`config.mk`:
```
export PLATFORM = sky130hd
export DESIGN_NAME = load_store_unit
export DESIGN_NICKNAME = d
export VERILOG_FILES = /design/src/rtl/load_store_unit.sv
export SDC_FILE = /design/constraint.sdc
export NUM_CORES = 1
export LEC_CHECK = 0
export BUFFER_PORTS_ARGS = -buffer_cell sky130_fd_sc_hd__buf_4
export CELL_PAD_IN_SITES_DETAIL_PLACEMENT = 0
export CELL_PAD_IN_SITES_GLOBAL_PLACEMENT = 1
export CORE_ASPECT_RATIO = 1.1
export CORE_MARGIN = 2
export CORE_UTILIZATION = 35
export CTS_BUF_LIST = sky130_fd_sc_hd__clkbuf_8
export DETAILED_ROUTE_END_ITERATION = 12
export GPL_TIMING_DRIVEN = 0
export MAX_ROUTING_LAYER = met4
export PLACE_DENSITY_LB_ADDON = 0.05
export SLEW_MARGIN = 20
export SYNTH_ARGS = -nofsm -noshare
export SYNTH_HDL_FRONTEND = slang
export SYNTH_SLANG_ARGS = --single-unit
```
`constraint.sdc`:
```
create_clock -name clk -period 4.7 [get_ports clk]
set_input_delay 0.94 -clock clk [delete_from_list [all_inputs] [get_ports clk]]
set_output_delay 0.94 -clock clk [all_outputs]
set_load 0.02 [all_outputs]
```
`src/rtl/load_store_unit.sv`:
```
// load_store_unit
//   Initiator side of a word-wide, word-addressed data memory. Accepts one
//   RISC-V load/store request at a time from the MEM stage, performs the
//   memory access (read-modify-write for SB/SH), and returns a one-cycle
//   response with the extended load data or an error flag.
//
// Ports
//   clk, reset          rising-edge clock, asynchronous active-high reset
//   req_valid/req_ready request handshake (ready only while idle)
//   req_we, funct3      store/load select and RISC-V width/sign code
//   req_addr, req_wdata byte address and store data
//   resp_valid          one-cycle completion pulse
//   resp_rdata/resp_err extended load data / misaligned-or-illegal flag
//   MemRead, MemWrite   memory enables (never both high)
//   address             word index {2'b00, addr[31:2]}
//   write_data          word written to memory
//   read_data           word returned by memory
module load_store_unit #(
    parameter int unsigned READ_LATENCY = 1
) (
    input  logic        clk,
    input  logic        reset,
    input  logic        req_valid,
    output logic        req_ready,
    input  logic        req_we,
    input  logic [2:0]  funct3,
    input  logic [31:0] req_addr,
    input  logic [31:0] req_wdata,
    output logic        resp_valid,
    output logic [31:0] resp_rdata,
    output logic        resp_err,
    output logic        MemRead,
    output logic        MemWrite,
    output logic [31:0] address,
    output logic [31:0] write_data,
    input  logic [31:0] read_data
);

    localparam int unsigned CW = (READ_LATENCY > 1) ? $clog2(READ_LATENCY) : 1;

    typedef enum logic [1:0] {
        S_IDLE,
        S_RD,
        S_WR,
        S_RESP
    } state_t;

    state_t        state;
    state_t        next_state;
    logic [31:0]   addr_q;
    logic [31:0]   wdata_q;   // store data, replaced by the merged word for SB/SH
    logic          we_q;
    logic [2:0]    f3_q;
    logic [CW-1:0] cnt;
    logic          rd_last;
    logic          req_is_err;

    // Misaligned access or funct3 code that is illegal for the direction.
    function automatic logic decode_err(input logic we, input logic [2:0] f3,
                                        input logic [1:0] a);
        logic e;
        e = 1'b0;
        if (we && f3[2]) begin
            e = 1'b1;
        end else begin
            case (f3)
                3'd0, 3'd4: e = 1'b0;
                3'd1, 3'd5: e = a[0];
                3'd2:       e = (a != 2'b00);
                default:    e = 1'b1;
            endcase
        end
        return e;
    endfunction

    function automatic logic [31:0] load_extract(input logic [31:0] w,
                                                 input logic [2:0] f3,
                                                 input logic [1:0] a);
        logic [7:0]  b;
        logic [15:0] h;
        logic [31:0] r;
        case (a)
            2'd0:    b = w[7:0];
            2'd1:    b = w[15:8];
            2'd2:    b = w[23:16];
            default: b = w[31:24];
        endcase
        h = a[1] ? w[31:16] : w[15:0];
        case (f3[1:0])
            2'd0:    r = {{24{b[7] & ~f3[2]}}, b};
            2'd1:    r = {{16{h[15] & ~f3[2]}}, h};
            default: r = w;
        endcase
        return r;
    endfunction

    function automatic logic [31:0] store_merge(input logic [31:0] w,
                                                input logic [31:0] d,
                                                input logic [2:0] f3,
                                                input logic [1:0] a);
        logic [31:0] r;
        r = w;
        if (f3[0]) begin
            if (a[1]) r[31:16] = d[15:0];
            else      r[15:0]  = d[15:0];
        end else begin
            case (a)
                2'd0:    r[7:0]   = d[7:0];
                2'd1:    r[15:8]  = d[7:0];
                2'd2:    r[23:16] = d[7:0];
                default: r[31:24] = d[7:0];
            endcase
        end
        return r;
    endfunction

    assign rd_last    = (cnt == CW'(READ_LATENCY - 1));
    assign req_is_err = decode_err(req_we, funct3, req_addr[1:0]);

    // State register plus latched request / response registers
    always_ff @(posedge clk or posedge reset) begin
        if (reset) begin
            state      <= S_IDLE;
            addr_q     <= '0;
            wdata_q    <= '0;
            we_q       <= 1'b0;
            f3_q       <= '0;
            cnt        <= '0;
            resp_rdata <= '0;
            resp_err   <= 1'b0;
        end else begin
            state <= next_state;
            case (state)
                S_IDLE: begin
                    if (req_valid) begin
                        addr_q  <= req_addr;
                        wdata_q <= req_wdata;
                        we_q    <= req_we;
                        f3_q    <= funct3;
                        cnt     <= '0;
                        if (req_is_err) begin
                            resp_rdata <= '0;
                            resp_err   <= 1'b1;
                        end
                    end
                end
                S_RD: begin
                    if (rd_last) begin
                        if (we_q) begin
                            wdata_q <= store_merge(read_data, wdata_q, f3_q, addr_q[1:0]);
                        end else begin
                            resp_rdata <= load_extract(read_data, f3_q, addr_q[1:0]);
                            resp_err   <= 1'b0;
                        end
                    end else begin
                        cnt <= cnt + CW'(1);
                    end
                end
                S_WR: begin
                    resp_rdata <= '0;
                    resp_err   <= 1'b0;
                end
                default: ;
            endcase
        end
    end

    // Next-state logic
    always_comb begin
        next_state = state;
        case (state)
            S_IDLE: begin
                if (req_valid) begin
                    if (req_is_err)
                        next_state = S_RESP;
                    else if (req_we && funct3 == 3'd2)
                        next_state = S_WR;
                    else
                        next_state = S_RD;
                end
            end
            S_RD:    if (rd_last) next_state = we_q ? S_WR : S_RESP;
            S_WR:    next_state = S_RESP;
            default: next_state = S_IDLE;
        endcase
    end

    // Outputs depend only on state and latched registers
    always_comb begin
        req_ready  = (state == S_IDLE);
        resp_valid = (state == S_RESP);
        MemRead    = (state == S_RD);
        MemWrite   = (state == S_WR);
        address    = '0;
        write_data = '0;
        if (state == S_RD || state == S_WR)
            address = {2'b00, addr_q[31:2]};
        if (state == S_WR)
            write_data = wdata_q;
    end

endmodule

```
Word-level counts from Yosys, hierarchy flattened
Cells that the tools add are included.
{"block": "word_totals", "ff_bits": 104, "in_bits": 103, "output_inout_bits": 101, "word_cells": 91}
{"block": "classes", "n_addsub": 1, "n_eq_ne": 17, "muxes": 40, "n_bitwise": 3, "n_reduce_logical": 20}
{"op": "$mux 32", "n": 9}
{"op": "$pmux 32 s2", "n": 2}
{"op": "$pmux 32 s3", "n": 1}
{"op": "$mux 8", "n": 7}
{"op": "$mux 16", "n": 3}
{"op": "$mux 30", "n": 1}
{"op": "$pmux 8 s3", "n": 1}
{"op": "$reduce_and 5->1", "n": 2}
{"op": "$mux 1", "n": 8}
{"op": "$mux 2", "n": 4}
{"op": "$eq 2x1->1 const B", "n": 3}
{"op": "$eq 2x2->1 const B", "n": 3}
{"op": "$eq 3x3->1 const B", "n": 2}
{"op": "$logic_not 2->1", "n": 3}
{"op": "$ne 2x2->1 const B", "n": 3}
{"op": "$ne 3x3->1 const B", "n": 2}
{"op": "$pmux 1 s3", "n": 2}
{"op": "$pmux 2 s3", "n": 1}
{"op": "$reduce_and 2->1", "n": 3}
{"op": "$reduce_and 6->1", "n": 1}
{"op": "$ne 2x1->1 const B", "n": 2}
{"op": "$reduce_and 4->1", "n": 1}
{"op": "$reduce_bool 2->1", "n": 2}
{"op": "$reduce_or 2->1", "n": 2}
{"op": "other kinds (11)", "n": 13}

Depth between registers and ports, before layout
Gate-level depths: netlist (run 1).
{"block": "depth", "ltp_word": 10, "ltp_mapped": 8, "ltp_nobuf": 6}

Worst setup path before layout (run 1)
OpenSTA, ideal clock, no wires.
{"block": "synth_timing", "kind": "input-to-reg", "from": "input funct3[2]", "to": "register resp_rdata[8]", "setup_ps": 122, "t_arrival_ps": 2220, "t_required_ps": 4578, "slack_ps": 2358, "path_stages": 6, "path_buffers": 2, "cell_sequence": "nor4_1 > o21a_1 > and3b_1 > clkbuf_1 > buf_2 > a32o_1"}
{"block": "synth_via", "elab_chain_cells": 6, "word_cells_on_any_way": 12, "classes_between": "eq/ne: 5; mux: 2; reduce/logical: 5"}
{"element": "start: declaration", "line": "26", "source": "input logic [2:0] funct3,"}
{"element": "$eq 3x1->1 (tied with other cells)", "line": "66", "source": "case (f3)"}
{"element": "$reduce_or 2->1", "line": "66"}
{"element": "$pmux 1 s3", "line": "66"}
{"element": "$mux 1 *", "line": "63", "source": "if (we && f3[2]) begin"}
{"element": "$ne 2x1->1 (no source line) *"}
{"element": "$reduce_and 5->1 (no source line) *"}
{"element": "end signal: assignment", "line": "152", "source": "resp_rdata <= load_extract(read_data, f3_q, addr_q[1:0]);"}
{"element": "end: declaration", "line": "30", "source": "output logic [31:0] resp_rdata,"}
Mark *: on every way between the ends. The rest lies on a longest branch, timed or not.
A chain may end at the register's enable or synchronous reset.

Final worst setup path (run 1)
{"block": "layout_timing", "from": "register state[0]", "to": "output write_data[1]"}
{"block": "layout_via", "elab_chain_cells": 2}
{"element": "start: declaration", "line": "48", "source": "state_t state;"}
{"element": "start signal: assignment", "line": "132", "source": "state <= next_state;"}
{"element": "$eq 2x2->1", "line": "198", "source": "if (state == S_WR)"}
{"element": "$mux 32", "line": "198"}
{"element": "end: declaration", "line": "35", "source": "output logic [31:0] write_data,"}
No other way between the ends.

==> flow_summary.json, run 1 <==
{
  "r2r-start": "state[1]",
  "ir_drop_v": 0.000315,
  "wl_per_cell_um": 19.7,
  "holdBufCountCts": 0,
  "grt-ovfl-total": 0,
  "p_leak_nw": 3.58,
  "async_flop_share_pct": 100,
  "hold_start": "wdata_q[21]",
  "path_class": "reg -> out",
  "die_w_um": 125,
  "num_vias": 5106,
  "crit_start": "state[0]",
  "reg2regPathDepth": 8,
  "top_level_ports": 204,
  "grt_busiest_layer": "met2",
  "grtUsageTotal_pct": 22.8,
  "worst_pin_slew_ns": 0.740,
  "rows": 48,
  "fin_skew_ns": 0.00975,
  "crit_chain": "inv_1, ha_1, clkbuf_1, and2_1, buf_4",
  "synth_adder_area_share_pct": 0.890,
  "initial_core_util_pct": 35.8,
  "io_buffers": 201,
  "cts_tree": "done",
  "multi_input_area_um2": 2820,
  "synth_area_um2": 5630,
  "htreeDepth": 3,
  "drtIter0Drc": 206,
  "antenna_cells": 0,
  "grt_pass1_wl_mm": 28.9,
  "crit_fanout": 10,
  "area_delta_synth_final_pct": 35.1,
  "crit_path_start_kind": "flip-flop",
  "synth_xor_area_share_pct": 0,
  "hpwl_mm": 14.9,
  "grt_pass1_vias": 5229,
  "syn_inst": 548,
  "grtUsageMet3_pct": 4.46,
  "drv_slew": 0,
  "rsz0062_at_grt": "no",
  "ctsResizeCount": 0,
  "die_y_um": 137,
  "maxSlewHeadroom_pct": 50.6,
  "cpPeakStageDelay_ns": 0.43,
  "grt_start_max_net_pins": 54,
  "run_status": "finished, final reports clean",
  "cts_buffers": 9,
  "cts_num_sinks": 103,
  "setup_viol": 0,
  "max_cap_violations": 0,
  "die_area_um2": 17100,
  "grtUsageMet2_pct": 36.9,
  "final.fill_count": 1550,
  "cts_root_buf": "clkbuf_8",
  "seqCellArea_um2": 2580,
  "ant_nets": 0,
  "hold_path.class": "reg -> reg",
  "synth_top_flop_cell": "dfrtp_1",
  "routed_wl_mm": 19.0,
  "synth_compound_area_share_pct": 17.9,
  "ys_seq_area_share_pct": 45.8,
  "cp_data_required_time_ns": 3.76,
  "worstPathArrival_ns": 2.00,
  "design_area_um2": 7600,
  "core_area_um2": 15700,
  "place_congestion": 0.885,
  "clock.fmax_mhz": 340,
  "slowest_stage": "dfrtp_1",
  "synthMuxAreaShare_pct": 13.7,
  "cts.clk_slew.worst_paths_ns": 0.10,
  "grt_antenna_before_repair": 0,
  "synth_seq_cells": 103,
  "post-route-util_pct": 48.3,
  "first_pass_iters": 5,
  "layout_min_cycle_time_ns": 2.94,
  "place_area_um2": 7420,
  "min_path_cells": 2,
  "cp-end-kind": "output port",
  "timing.rr.end": "wdata_q[17]",
  "reg2reg_setup_slack_ns": 2.28,
  "synth_edf_count": 0,
  "clockBufferDepth": 2,
  "synth_area_per_cell_um2": 10.3,
  "whs_endpoint": "wdata_q[21]",
  "synth_top_family_by_area": "compound AO/OA/AOI/OAI gates",
  "grt_use_met1_pct": 28.5,
  "synthDistinctLibCells": 48,
  "cts_setup_buffers": 0,
  "drive_gt1_share_pct": 36.8,
  "drc": 0,
  "synth-simple-area-share_pct": 17.5,
  "yosys_warnings": 0,
  "power.density_nw_per_um2": 766,
  "period_share_pct": 62.6,
  "hold_violations": 0,
  "vias_per_cell": 5.28,
  "layout.nets": 869,
  "clk_latency_ns": 0.40
}
-- registers in the layout, summed over array words and instances, names as in the netlist --
| name | flops |
|---|---|
| f3_q | 3 |
| state | 2 |
| addr_q | 32 |
| resp_err | 1 |
| wdata_q | 32 |
| we_q | 1 |
| resp_rdata | 32 |
-- worst max-delay path by stage --
stage / slack (ns) / to / cells after the start
6_report: 1.76 / write_data[1] / 5
5_1_grt: 1.62 / write_data[0] / 5
4_1_cts: 1.74 / write_data[0] / 5
3_5_place_dp: 1.95 / resp_rdata[8] / 5
3_3_place_gp: -0.25 / wdata_q[29] / 2
2_1_floorplan: 1.06 / addr_q[0] / 1
-- cell usage after synthesis (all sizes together), types with 3 or more instances --
| library cell | n | share of area [%] |
|---|---|---|
| buf | 13 | 1.4 |
| a32o | 8 | 1.4 |
| a22o | 24 | 3.7 |
| mux2i | 24 | 4.3 |
| a211oi | 9 | 1.4 |
| nor2b | 5 | 0.60 |
| and2 | 62 | 6.9 |
| and3 | 9 | 1.0 |
| nor2 | 21 | 1.4 |
| o22ai | 8 | 0.89 |
| nor3 | 9 | 0.89 |
| a21oi | 28 | 2.5 |
| ha | 4 | 0.89 |
| o22a | 8 | 1.2 |
| clkbuf | 28 | 1.9 |
| nand2 | 34 | 2.3 |
| o21ai | 27 | 2.4 |
| dfrtp | 103 | 46 |
| nor3b | 3 | 0.40 |
| a221oi | 9 | 1.4 |
| inv | 14 | 0.93 |
| o221ai | 8 | 1.2 |
| mux2 | 47 | 9.4 |
| nand2b | 25 | 2.8 |
-- critical path: cells and delay by family, from the launching register on --
kind,cells,cell delay (ns)
adder cells (fa/ha/maj),1,0.40
buffers and inverters,3,0.56
flip-flops,1,0.43
AND/OR/NAND/NOR,1,0.22
-- layout by cell type (no fill, tap or decap), types with 2 or more instances in the layout --
master and instances:
a211oi_1 8, a22o_1 24, buf_2 7, clkbuf_8 9, nand2b_1 25, buf_1 2, a221oi_1 9, o22ai_1 8
mux2_2 47, ha_1 4, inv_6 4, nand2_1 34, nor2b_1 4, and2_1 62, a21oi_1 28, o22a_1 8
inv_1 14, conb_1 2, nor3b_1 3, o221ai_1 8, o21ai_0 27, clkbuf_1 28, mux2i_1 24, dfrtp_1 103
a32o_1 8, and3_1 9, nor2_1 21, buf_4 204, nor3_1 8
-- where the power goes --
part,switching (W),internal [W]
registers,0.000310,0.00133
clock network,0.000347,0.000201
logic,0.00205,0.00158
-- layer usage --
metal	share of wire, %	up-vias
met3	5.9	31
met4	2.3	0
met2	49	202
met1	43	2480
met5	0	-
li1	-	2393
-- cells by family after synthesis --
| logic type | after synthesis |
|---|---|
| AOI/OAI and AO/OA | 138 |
| adders and majority gates | 4 |
| buffers and inverters | 55 |
| DFF | 103 |
| muxes | 71 |
| other | 1 |
| and+or+nand+nor | 176 |
-- through the flow --
step	hold WS [ns]	setup WS, ns	setup TNS [ns]	total power (W)	instances
2_1_floorplan	0.442	1.06	0	0.00392	549
5_1_grt	0.523	1.62	0	0.00625	967
3_5_place_dp	0.462	1.95	0	0.00531	951
4_1_cts	0.486	1.74	0	0.00588	967
6_report	0.484	1.76	0	0.00582	967
3_3_place_gp	0.455	-0.254	-25.26	0.00525	950
-- layout make-up --
type                       count  share of cell area, %
buffer                        41                   2.39
clock buffer                   9                   1.63
clock inverter                 7                  0.724
inverter                      14                  0.757
multi-input combinational    391                   37.1
sequential                   103                   33.9
tap                          200                   3.29
timing repair buffer         202                   20.2
Power figures use the tool's default switching activity.
==> run 2, diff against run 1 <==
==> constraint.sdc (replaced) <==
create_clock -name clk -period 2.6 [get_ports clk]
set_input_delay 0.52 -clock clk [delete_from_list [all_inputs] [get_ports clk]]
set_output_delay 0.52 -clock clk [all_outputs]
set_load 0.02 [all_outputs]
==> run 2 against run 1 <==
Non-clock buffer count increased by 2. Global-route usage decreased by 0.11 points. Clock power increased by 110%. Highest routed layer unchanged.
==> flow_summary.json, run 2 (synthesized netlist as in run 1, its figures left out) <==
{
  "place_congestion": 0.881,
  "top_regs": "addr_q x32, resp_rdata x32, wdata_q x32",
  "grt_antenna_before_repair": 0,
  "top_level_ports": 204,
  "cp-end-kind": "output port",
  "cts_root_buf": "clkbuf_8",
  "setup_ws_ns": 0.165,
  "run_status": "finished, final reports clean",
  "die_w_um": 125,
  "grt-ovfl-total": 0,
  "hold_path.class": "in -> async",
  "routed_wl_mm": 19.1,
  "cts_setup_buffers": 0,
  "fin_skew_ns": 0.0147,
  "clock.fmax_mhz": 411,
  "power.density_nw_per_um2": 1400,
  "clockBufferDepth": 2,
  "dp_slack_ns": 0.192,
  "hpwl_mm": 15.0,
  "io_buffers": 201,
  "cp_data_required_time_ns": 2.08,
  "final.fill_count": 1537,
  "cts_buffers": 9,
  "layout_min_cycle_time_ns": 2.43,
  "ir_drop_v": 0.000601,
  "p_leak_nw": 3.62,
  "setup_viol": 0,
  "grt_start_max_net_pins": 30,
  "setup_tns_ns": 0,
  "period_share_pct": 93.6,
  "drc": 0,
  "cts_num_sinks": 103,
  "first_pass_iters": 8,
  "drtIter0Drc": 292,
  "die_area_um2": 17100,
  "drive_gt1_share_pct": 37.3,
  "num_vias": 5186,
  "antenna_cells": 0,
  "cts_tree": "done",
  "grt_pass1_wl_mm": 28.9,
  "maxSlewHeadroom_pct": 51.9,
  "hold_violations": 0,
  "clk_latency_ns": 0.39,
  "rows": 48,
  "post-route-util_pct": 48.9,
  "die_y_um": 137,
  "grtUsageTotal_pct": 22.7,
  "initial_core_util_pct": 35.8,
  "holdBufCountCts": 0,
  "mostFrequentLayoutCell": "buf_4",
  "vias_per_cell": 5.35,
  "htreeDepth": 3,
  "path_class": "reg -> out",
  "grt_pass1_vias": 5305,
  "wl_per_cell_um": 19.8,
  "p_total_w": 0.0107,
  "ant_nets": 0,
  "worstPathArrival_ns": 1.91,
  "crit_path_start_kind": "flip-flop",
  "cts.clk_slew.worst_paths_ns": 0.11,
  "worst_pin_slew_ns": 0.722,
  "final_cell_mix": "buf_4, dfrtp_1, and2_1",
  "drv_slew": 0,
  "crit_fanout": 10,
  "rsz0062_at_grt": "no",
  "core_area_um2": 15700,
  "layout.nets": 871,
  "max_cap_violations": 0,
  "area_delta_synth_final_pct": 36.7
}
run 2: cell count changes in the layout (fill, tap and decap cells not counted), moves of 2 or more:
cell | before | now
clkbuf_2 | 0 | 2
clkinvlp_4 | 0 | 2
clkbuf_1 | 28 | 26
inv_6 | 4 | 0
buf_12 | 0 | 2
bufinv_16 | 0 | 2
run 2: repair_timing:
item                                    in CTS  in global routing
endpoints found under the setup margin       0                 17
resized for setup                            0                  5
hold endpoints to repair                     0                  0
run 2: cell type report:
type,count,area [um2],area share [%]
plain buffers,41,184,2.39
clock buffers,10,138,1.79
clock inverters,6,85.1,1.11
inverters,14,56.3,0.732
multi-input cells,391,2820,36.7
flip-flops and latches,103,2580,33.5
well taps,200,250,3.26
repair buffers,204,1580,20.5
run 2: worst paths after layout:
kind                              start             to  slack [ns]  depth (start not counted)
setup / recovery               state[0]    address[25]        0.17                          5
hold / removal                    reset  resp_rdata[4]        0.23                          2
setup reg to reg               state[0]    wdata_q[13]        0.17                          6
hold reg to reg             wdata_q[18]    wdata_q[18]        0.49                          2
max in group asynchronous         reset     wdata_q[8]        1.62                          4
min in group clk           req_addr[11]     addr_q[11]        0.35                          2
run 2: where the power goes:
part / internal, W / leakage (nW) / switching (W) / total (W)
sequential: 0.00240 / 1.27 / 0.000561 / 0.00296
clock: 0.000566 / 0.114 / 0.000599 / 0.00117
combinational: 0.00287 / 2.24 / 0.00374 / 0.00661
total: 0.00584 / 3.62 / 0.00490 / 0.0107
run 2: metrics by stage:
step / area (um2) / hold WS (ns) / cells
after floorplan: 5630 / 0.442 / 549
after global placement: 7390 / 0.455 / 950
after detailed placement: 7460 / 0.468 / 953
after CTS: 7680 / 0.230 / 969
after global routing: 7690 / 0.258 / 969
final: 7690 / 0.227 / 969
run 2: worst max-delay path: stages, from the launching register on:
cell      delay (ns)
dfrtp_1         0.41
inv_1           0.09
ha_1            0.38
clkbuf_1        0.32
and2_1          0.19
buf_4           0.14
run 2: routing by layer:
metal / global-route usage, % / wire length (um)
met4: 9.07 / 512
met2: 37.5 / 9370
met1: 27.6 / 7940
met3: 4.30 / 1320
met5: - / 0
